`config.mk`:
```
export PLATFORM = sky130hd
export DESIGN_NAME = seg_scan
export DESIGN_NICKNAME = d
export VERILOG_FILES = /design/src/rtl/seg_pkg.sv /design/src/rtl/seg_prescale.sv /design/src/rtl/seg_scan.sv
export SDC_FILE = /design/constraint.sdc
export NUM_CORES = 1
export LEC_CHECK = 0
export ABC_AREA = 1
export CORE_UTILIZATION = 46
export CTS_CLUSTER_DIAMETER = 200
export DETAILED_ROUTE_END_ITERATION = 12
export MAX_ROUTING_LAYER = met4
export PLACE_DENSITY = 0.89
export SLEW_MARGIN = 40
export SYNTH_ARGS = -nofsm -noshare
export SYNTH_HDL_FRONTEND = slang
export SYNTH_SLANG_ARGS = --single-unit
```
`constraint.sdc`:
```
create_clock -name clk_i -period 1.97 [get_ports clk_i]
set_input_delay 0.394 -clock clk_i [delete_from_list [all_inputs] [get_ports clk_i]]
set_output_delay 0.394 -clock clk_i [all_outputs]
set_load 0.03 [all_outputs]
```
`src/rtl/seg_pkg.sv`:
```
// Shared constants and helpers for the 7-segment display blocks.
package seg_pkg;

  localparam int SUBSLOTS   = 16;
  localparam int BRIGHT_W   = 4;
  localparam int MAX_DIGITS = 32;
  localparam int DIG_IDX_W  = 5;

  typedef struct packed {
    logic                en;
    logic [BRIGHT_W-1:0] bright;
  } slot_cfg_t;

  function automatic logic [MAX_DIGITS-1:0] digit_onehot(input logic [DIG_IDX_W-1:0] idx);
    digit_onehot = MAX_DIGITS'(1) << idx;
  endfunction

endpackage

```
`src/rtl/seg_prescale.sv`:
```
// Free-running prescaler: tick_o is high on the last cycle of every PRESCALE-cycle period.
module seg_prescale #(
  parameter int PRESCALE = 1000
) (
  input  logic clk_i,
  input  logic rst_i,
  output logic tick_o
);

  localparam int CNT_W = (PRESCALE > 1) ? $clog2(PRESCALE) : 1;

  logic [CNT_W-1:0] pre_q, pre_d;

  assign tick_o = (pre_q == CNT_W'(PRESCALE - 1));

  always_comb begin
    pre_d = tick_o ? '0 : pre_q + CNT_W'(1);
  end

  always_ff @(posedge clk_i) begin
    if (rst_i) pre_q <= '0;
    else       pre_q <= pre_d;
  end

endmodule

```
`src/rtl/seg_scan.sv`:
```
// Time-multiplexed 7-segment scan driver: one digit per slot, dark sub-slot 0, PWM brightness.
module seg_scan
  import seg_pkg::*;
#(
  parameter int SEG            = 7,
  parameter int DIGITS         = 8,
  parameter int PRESCALE       = 1000,
  parameter bit SEG_ACTIVE_LOW = 1'b1,
  parameter bit DIG_ACTIVE_LOW = 1'b1
) (
  input  logic                  clk_i,
  input  logic                  rst_i,
  input  logic [DIGITS*SEG-1:0] segs_i,
  input  logic [DIGITS-1:0]     en_i,
  input  logic [3:0]            bright_i,
  output logic [SEG-1:0]        seg_o,
  output logic [DIGITS-1:0]     dig_o,
  output logic                  frame_o
);

  localparam int IDX_W = (DIGITS > 1) ? $clog2(DIGITS) : 1;
  localparam logic [SEG-1:0]    SEG_OFF  = {SEG{SEG_ACTIVE_LOW}};
  localparam logic [DIGITS-1:0] DIG_OFF  = {DIGITS{DIG_ACTIVE_LOW}};
  localparam logic [IDX_W-1:0]  IDX_LAST = IDX_W'(DIGITS - 1);

  logic tick;

  seg_prescale #(.PRESCALE(PRESCALE)) u_prescale (
    .clk_i  (clk_i),
    .rst_i  (rst_i),
    .tick_o (tick)
  );

  logic [BRIGHT_W-1:0] sub_q, sub_d;
  logic [IDX_W-1:0]    idx_q, idx_d;
  logic [SEG-1:0]      pat_q, pat_d;
  slot_cfg_t           cfg_q, cfg_d;
  logic [SEG-1:0]      seg_q, seg_d;
  logic [DIGITS-1:0]   dig_q, dig_d;
  logic                frame_q, frame_d;
  logic                slot_end;
  logic                lit;

  always_comb begin
    slot_end = tick && (sub_q == BRIGHT_W'(SUBSLOTS - 1));
    sub_d    = tick ? sub_q + BRIGHT_W'(1) : sub_q;

    idx_d = idx_q;
    if (slot_end) idx_d = (idx_q == IDX_LAST) ? '0 : idx_q + IDX_W'(1);

    // Latch tracks the inputs through the dark sub-slot, then freezes for the lit part.
    pat_d = pat_q;
    cfg_d = cfg_q;
    if (sub_q == '0) begin
      for (int k = 0; k < DIGITS; k++) begin
        if (idx_q == IDX_W'(k)) begin
          pat_d  = segs_i[k*SEG +: SEG];
          cfg_d.en = en_i[k];
        end
      end
      cfg_d.bright = bright_i;
    end

    lit = cfg_q.en && (sub_q != '0) && (sub_q <= cfg_q.bright);

    seg_d   = (lit ? pat_q : '0) ^ SEG_OFF;
    dig_d   = (lit ? DIGITS'(digit_onehot(DIG_IDX_W'(idx_q))) : '0) ^ DIG_OFF;
    frame_d = slot_end && (idx_q == IDX_LAST);
  end

  always_ff @(posedge clk_i) begin
    if (rst_i) begin
      sub_q   <= '0;
      idx_q   <= '0;
      pat_q   <= '0;
      cfg_q   <= '0;
      seg_q   <= SEG_OFF;
      dig_q   <= DIG_OFF;
      frame_q <= 1'b0;
    end else begin
      sub_q   <= sub_d;
      idx_q   <= idx_d;
      pat_q   <= pat_d;
      cfg_q   <= cfg_d;
      seg_q   <= seg_d;
      dig_q   <= dig_d;
      frame_q <= frame_d;
    end
  end

  assign seg_o   = seg_q;
  assign dig_o   = dig_q;
  assign frame_o = frame_q;

endmodule

```
==> out/metrics.cfg, run 1 <==
[place]
dp_hpwl_um=5018
gp_congestion=0.8859
numPortBuffers=85
preCtsSetupSlack_ps=173.6

[timing]
fin_crit_ps=1795
rsz0062_at_grt=false
fin_setup_tns_ps=0
hold_violations=0
tightest_slew_ps=411.4
setup-violations-final=0
final.setup_skew_ps=6.478
slew-limit-headroom_pct=72.40
drv_slew=0
max_freq_mhz=557.2
timing.final.ws_setup_ps=175.4
post-route-period-util_pct=91.10

[clock_network]
cts_tree=yes
cts.sinks=45
clk_path_buf_depth=2
postCtsHoldBufs=0
cts_buffers=5
htreeDepth=2
clock_latency_ps=300
cts_root_buffer=clkbuf_8
cts.clk_slew.worst_paths_ps=80
post_cts_buffers=0

[synth]
syn_inst=377
synth_top_area_share_pct=35.70
syn_area_um2=2524
ys_seq_elements=45
avgSynthCellArea_um2=6.694
synth-warning-count=0
synthArstFlopShare_pct=0
synth_edf_count=0
seq_area_frac_synth_pct=35.70
ys_types=35
synth.area.top_cells=dfxtp_1, nand2_1, nand3_1
syn_nets=460
synth_top_area_cell=dfxtp_1
ys.flop_type=dfxtp_1

[global_route]
grt_pass1_vias=2577
track_usage_pct=24.43
grt_overflow=0
grt_pass1_wl_um=11230
grt_max_degree=19
antenna_found_initial=0

[power]
p_seq_share_pct=50.1
netSwitchingFraction_pct=21.91
power_density_nw_per_um2=520.1
irDropWorstVdd_uv=265.7
switchingPower_w=0.0004099
p_int_w=0.001460
pwr-share-clk_pct=37.7
p_leak_nw=1.647
p_total_w=0.001870
power_frac_comb_pct=12.2

[die]
io_pins=86
die_x_um=76.07
start_util_pct=48.49
core_um2=5205
dieHeight_um=76.07
dieArea_um2=5787
fp-row-count=26

[cells_and_area]
n_antenna_cell=0
syn2layout_area_growth_pct=42.49
drive_above_1_share_pct=9.168
final_nets=551

[route]
ant_nets=0
routedWlPerCell_um=12.47
viasPerCell=4.924
drt_iter0_markers=114
firstDrtPassIters=4
totalWireLength_um=6719
num_vias=2654
drc_errors=0

[worst_setup_path]
cp_max_fo=17
crit_arrival_ps=2040
critPathRequiredTime_ps=2210
slowest_delay_ps=390
path_cells=inv_1 > ha_1 > nand2_1 > clkinv_1 > nor2_1 > nand2_1 > nand2_1 > nand2_1 > a21oi_2
cp-start-kind=flop
crit_path_frequent_cell=nand2_1
criticalPathCategory=reg -> reg
slowest_stage=dfxtp_1
end_kind=flop

[run_status]
status=finished, final reports clean

[worst_hold_path]
hp-class=reg -> reg

[run]
maxCapViolCount=0

[stage by stage]
stage / util (%) / instance area, um2 / cells / hold WS, ps
floorplan: - / 2524 / 377 / 365.9
global placement: 66.44 / 3458 / 530 / 373.1
detailed placement: 66.44 / 3458 / 530 / 378.4
CTS: 68.58 / 3570 / 538 / 396.3
global route: 69.09 / 3596 / 539 / 415.4
finish: 69.09 / 3596 / 539 / 393.8
[per-layer routing]
layer / share of wire, % / vias up / track usage [%]
met5: 0 / - / -
met4: 2.2 / 0 / 8.462
met3: 4.9 / 14 / 3.952
met2: 51 / 84 / 45.18
met1: 42 / 1194 / 26.34
li1: - / 1362 / -
[cell usage after synthesis, types with 3 or more instances]
| cell | count |
|---|---|
| dfxtp_1 | 45 |
| buf_2 | 3 |
| nand3_1 | 45 |
| clkinv_1 | 5 |
| or2_2 | 8 |
| nand3_2 | 4 |
| xor2_1 | 3 |
| inv_1 | 45 |
| a21oi_1 | 11 |
| o21ai_0 | 11 |
| nand2_1 | 106 |
| nor2_1 | 49 |
| nor2_2 | 3 |
| ha_1 | 13 |
[state kept, by name, summed over array words and instances (netlist names)]
register / cells
pat_q: 7
u_prescale.pre_q: 10
dig_o: 8
frame_o: 1
seg_o: 7
cfg_q: 5
idx_q: 3
sub_q: 4
[power by group through the flow]
stage | clock network (W) | logic [W] | registers, W
6_report | 0.000705 | 0.000228 | 0.000938
5_1_grt | 0.000750 | 0.000252 | 0.000940
4_1_cts | 0.000710 | 0.000228 | 0.000937
3_5_place_dp | 0 | 0.000226 | 0.000959
3_3_place_gp | 0 | 0.000222 | 0.000957
2_1_floorplan | 0 | 0.0000692 | 0.000956
[layout by cell type, fill, tap and decap left out, types with 4 or more instances in the layout]
cell type | Yosys | layout
clkdlybuf4s50_1 | 0 | 85
inv_1 | 45 | 44
nand3_2 | 4 | 4
or2_2 | 8 | 8
buf_4 | 1 | 5
clkinv_1 | 5 | 5
ha_1 | 13 | 12
dfxtp_1 | 45 | 45
o21ai_0 | 11 | 11
clkbuf_8 | 0 | 5
a21oi_1 | 11 | 11
nor2_1 | 49 | 49
nand3_1 | 45 | 45
nand2_1 | 106 | 105
[area by class of cell]
class,instances,area [um2]
Inverter,54,211.5
Clock buffer,6,72.57
Sequential cell,45,900.9
Clock inverter,2,38.79
Multi-Input combinational cell,271,1389
Fill cell,421,1609
Tap cell,70,87.58
Timing Repair Buffer,90,888.4
Timing Repair inverter,1,7.507
[cells by family after synthesis]
group	synth area share [%]
xor+xnor	1.041
buf+inv	9.866
compound gates	6.148
simple gates	40.80
fa+ha+maj	6.445
flops	35.70
[critical path, delay by kind of cell, from the launching register on]
kind,cells,cell delay (ps)
AND/OR/NAND/NOR,5,520
buffers and inverters,2,440
flip-flops,1,390
adder cells (fa/ha/maj),1,270
AO/OA/AOI/OAI,1,110
[what timing repair did]
action,CTS,global route
resized for setup,0,5
endpoints found under the hold margin,0,0
setup endpoints to repair,0,5
[worst paths after layout]
kind	cells after the start	slack [ps]	endpoint	from
worst max-delay path	9	180	cfg_q[4]	idx_q[0]
worst min-delay path	1	390	seg_o[1]	pat_q[1]
worst max register to register	9	180	cfg_q[4]	idx_q[0]
worst min register to register	1	390	seg_o[1]	pat_q[1]
No activity file was read; power rests on OpenSTA's default activity.
==> inputs of run 2 (changes only) <==
--- a/config.mk
+++ b/config.mk
@@ -6,6 +6,8 @@
 export NUM_CORES = 1
 export LEC_CHECK = 0
 export ABC_AREA = 1
+export CAP_MARGIN = 10
+export CORE_MARGIN = 1
 export CORE_UTILIZATION = 46
 export CTS_CLUSTER_DIAMETER = 200
 export DETAILED_ROUTE_END_ITERATION = 12
==> constraint.sdc (replaced) <==
create_clock -name clk_i -period 1.8 [get_ports clk_i]
set_input_delay 0.36 -clock clk_i [delete_from_list [all_inputs] [get_ports clk_i]]
set_output_delay 0.36 -clock clk_i [all_outputs]
set_load 0.03 [all_outputs]
==> out/metrics.cfg, run 2 (synthesized netlist as in run 1, its figures left out) <==
[run_status]
status=finished, final reports clean  ; unchanged

[place]
place_inst=535  ; was 530
preCtsSetupSlack_ps=30.01  ; was 173.6 ps
dp_hpwl_um=5183  ; was 5018 um
gp_congestion=0.8726  ; was 0.8859
numPortBuffers=85  ; unchanged
place_area_um2=3508  ; was 3458 um2

[power]
irDropWorstVdd_uv=344.6  ; was 265.7 uV
p_total_w=0.002034  ; was 0.001870 W
p_leak_nw=1.687  ; was 1.647 nW
power_density_nw_per_um2=548.6  ; was 520.1 nW/um2

[worst_setup_path]
slowest_stage=dfxtp_4  ; was dfxtp_1
critPathRequiredTime_ps=1990  ; was 2210 ps
rr_worst_depth=10  ; was 9
cp-start-kind=flop  ; unchanged
cpLargestDelayFamily=simple AND/OR/NAND/NOR gates  ; unchanged
path_buf_inv=3  ; was 2
crit_path_frequent_cell=nand2_1  ; unchanged
slowest_delay_ps=390  ; about the same
worst-path-stages=10  ; was 9
path_cells=inv_1 > ha_1 > nand2_1 > clkinvlp_2 > nand2_1 > nand2_1 > inv_1 > nand2_1 > nand2_1 > nand2_1  ; was inv_1 > ha_1 > nand2_1 > clkinv_1 > nor2_1 > nand2_1 > nand2_1 > nand2_1 > a21oi_2
cp_max_fo=8  ; was 17
r2r_setup_slack_ps=70  ; was 180 ps
end_kind=flop  ; unchanged
criticalPathCategory=reg -> reg  ; unchanged
crit_arrival_ps=1930  ; was 2040 ps

[die]
io_pins=86  ; unchanged
start_util_pct=48.49  ; unchanged
fp-row-count=26  ; unchanged
dieArea_um2=5787  ; unchanged
die_x_um=76.07  ; unchanged
dieHeight_um=76.07  ; unchanged
core_um2=5205  ; unchanged

[clock_network]
cts_root_buffer=clkbuf_8  ; unchanged
cts_buffers=5  ; unchanged
cts.clk_slew.worst_paths_ps=80  ; about the same
clk_path_buf_depth=2  ; unchanged
cts_tree=yes  ; unchanged
clock_latency_ps=300  ; about the same
cts.sinks=45  ; unchanged
htreeDepth=2  ; unchanged

[global_route]
grt_overflow=0  ; unchanged
grt_pass1_wl_um=11700  ; was 11,230 um
antenna_found_initial=0  ; unchanged
grt_pass1_vias=2698  ; was 2,577
grt_max_degree=19  ; unchanged
track_usage_pct=25.92  ; was 24.43%

[timing]
drv_slew=0  ; unchanged
final.setup_skew_ps=8.010  ; was 6.478 ps
max_freq_mhz=577.0  ; was 557.2 MHz
fin_crit_ps=1733  ; was 1795 ps
post-route-period-util_pct=96.29  ; was 91.10%
timing.final.ws_setup_ps=66.82  ; was 175.4 ps
tightest_slew_ps=348.6  ; was 411.4 ps
hold_violations=0  ; unchanged
rsz0062_at_grt=true  ; was false
slew-limit-headroom_pct=76.69  ; was 72.40%
setup-violations-final=0  ; unchanged

[route]
drc_errors=0  ; unchanged
drt_iter0_markers=145  ; was 114
firstDrtPassIters=7  ; was 4
routedWlPerCell_um=12.91  ; was 12.47 um
totalWireLength_um=7089  ; was 6719 um
ant_nets=0  ; unchanged
num_vias=2723  ; was 2,654
viasPerCell=4.960  ; was 4.924

[worst_hold_path]
hp-class=reg -> reg  ; unchanged
hold_depth=1  ; unchanged

[cells_and_area]
fin_area_um2=3709  ; was 3596 um2
regMostFlops=u_prescale.pre_q  ; unchanged
layout_commonest_cell=nand2_1  ; unchanged
syn2layout_area_growth_pct=46.95  ; was 42.49%
n_antenna_cell=0  ; unchanged
final_cell_mix=nand2_1, clkdlybuf4s50_1, nor2_1  ; unchanged
finalNonFillerCells=549  ; was 539
drive_above_1_share_pct=12.11  ; was 9.168%
final_util_pct=71.25  ; was 69.09%
final_nets=561  ; was 551
largest_reg_flops=10  ; unchanged

[run]
maxCapViolCount=0  ; unchanged

## run 2: changes by cell type in the layout (fill, tap and decap cells not counted), moves of 2 or more
cell and delta:
buf_2 +2, buf_4 +7, dfxtp_1 -3, dfxtp_2 +2, ha_1 -2, ha_4 +2
## run 2: path summary, 6_finish.rpt
kind / end / startpoint
setup / recovery: pat_q[1] / idx_q[0]
hold / removal: seg_o[6] / pat_q[6]
setup reg to reg: pat_q[1] / idx_q[0]
hold reg to reg: seg_o[6] / pat_q[6]
## run 2: worst register-to-register path: cells and delay by family, from the launching register on
family,cells,cell delay [ps]
adder cells (fa/ha/maj),1,270
buffers and inverters,3,440
AND/OR/NAND/NOR,6,540
flip-flops,1,390
## run 2: timing repair
item                                   CTS  global route
endpoints found under the hold margin    0             0
pin swaps                                0             0
hold buffers                             0             0
setup endpoints to repair                6             8
cloned                                   0             1
setup buffers                            4             1
gates resized for setup                  6             7
## run 2: metrics by stage
step / setup TNS (ps) / hold slack [ps]
floorplan: 0 / 365.9
detailed placement: 0 / 374.3
global placement: 0 / 371.1
finish: 0 / 390.1
CTS: 0 / 393.2
global route: -135.9 / 418.2
## run 2: final cells by class
| type | instances | area (um2) |
|---|---|---|
| fill | 405 | 1496 |
| multi-input combinational | 271 | 1411 |
| timing repair buffer | 100 | 970.9 |
| sequential | 45 | 907.1 |
| inverter | 54 | 215.2 |
| tap | 70 | 87.58 |
| clock buffer | 6 | 72.57 |
| clock inverter | 2 | 38.79 |
| timing repair inverter | 1 | 5.005 |
## run 2: per-layer routing
layer	GRT usage, %	vias to the layer above	share of wire [%]
li1	-	1382	-
met4	11.15	0	3.2
met5	-	-	0
met2	46.82	90	51
met1	27.79	1229	41
met3	4.551	22	4.7
## run 2: power breakdown
group,internal [W],switching [W]
clock network,0.000417,0.000342
registers,0.00101,0.0000103
logic,0.000167,0.0000851
total,0.00160,0.000438
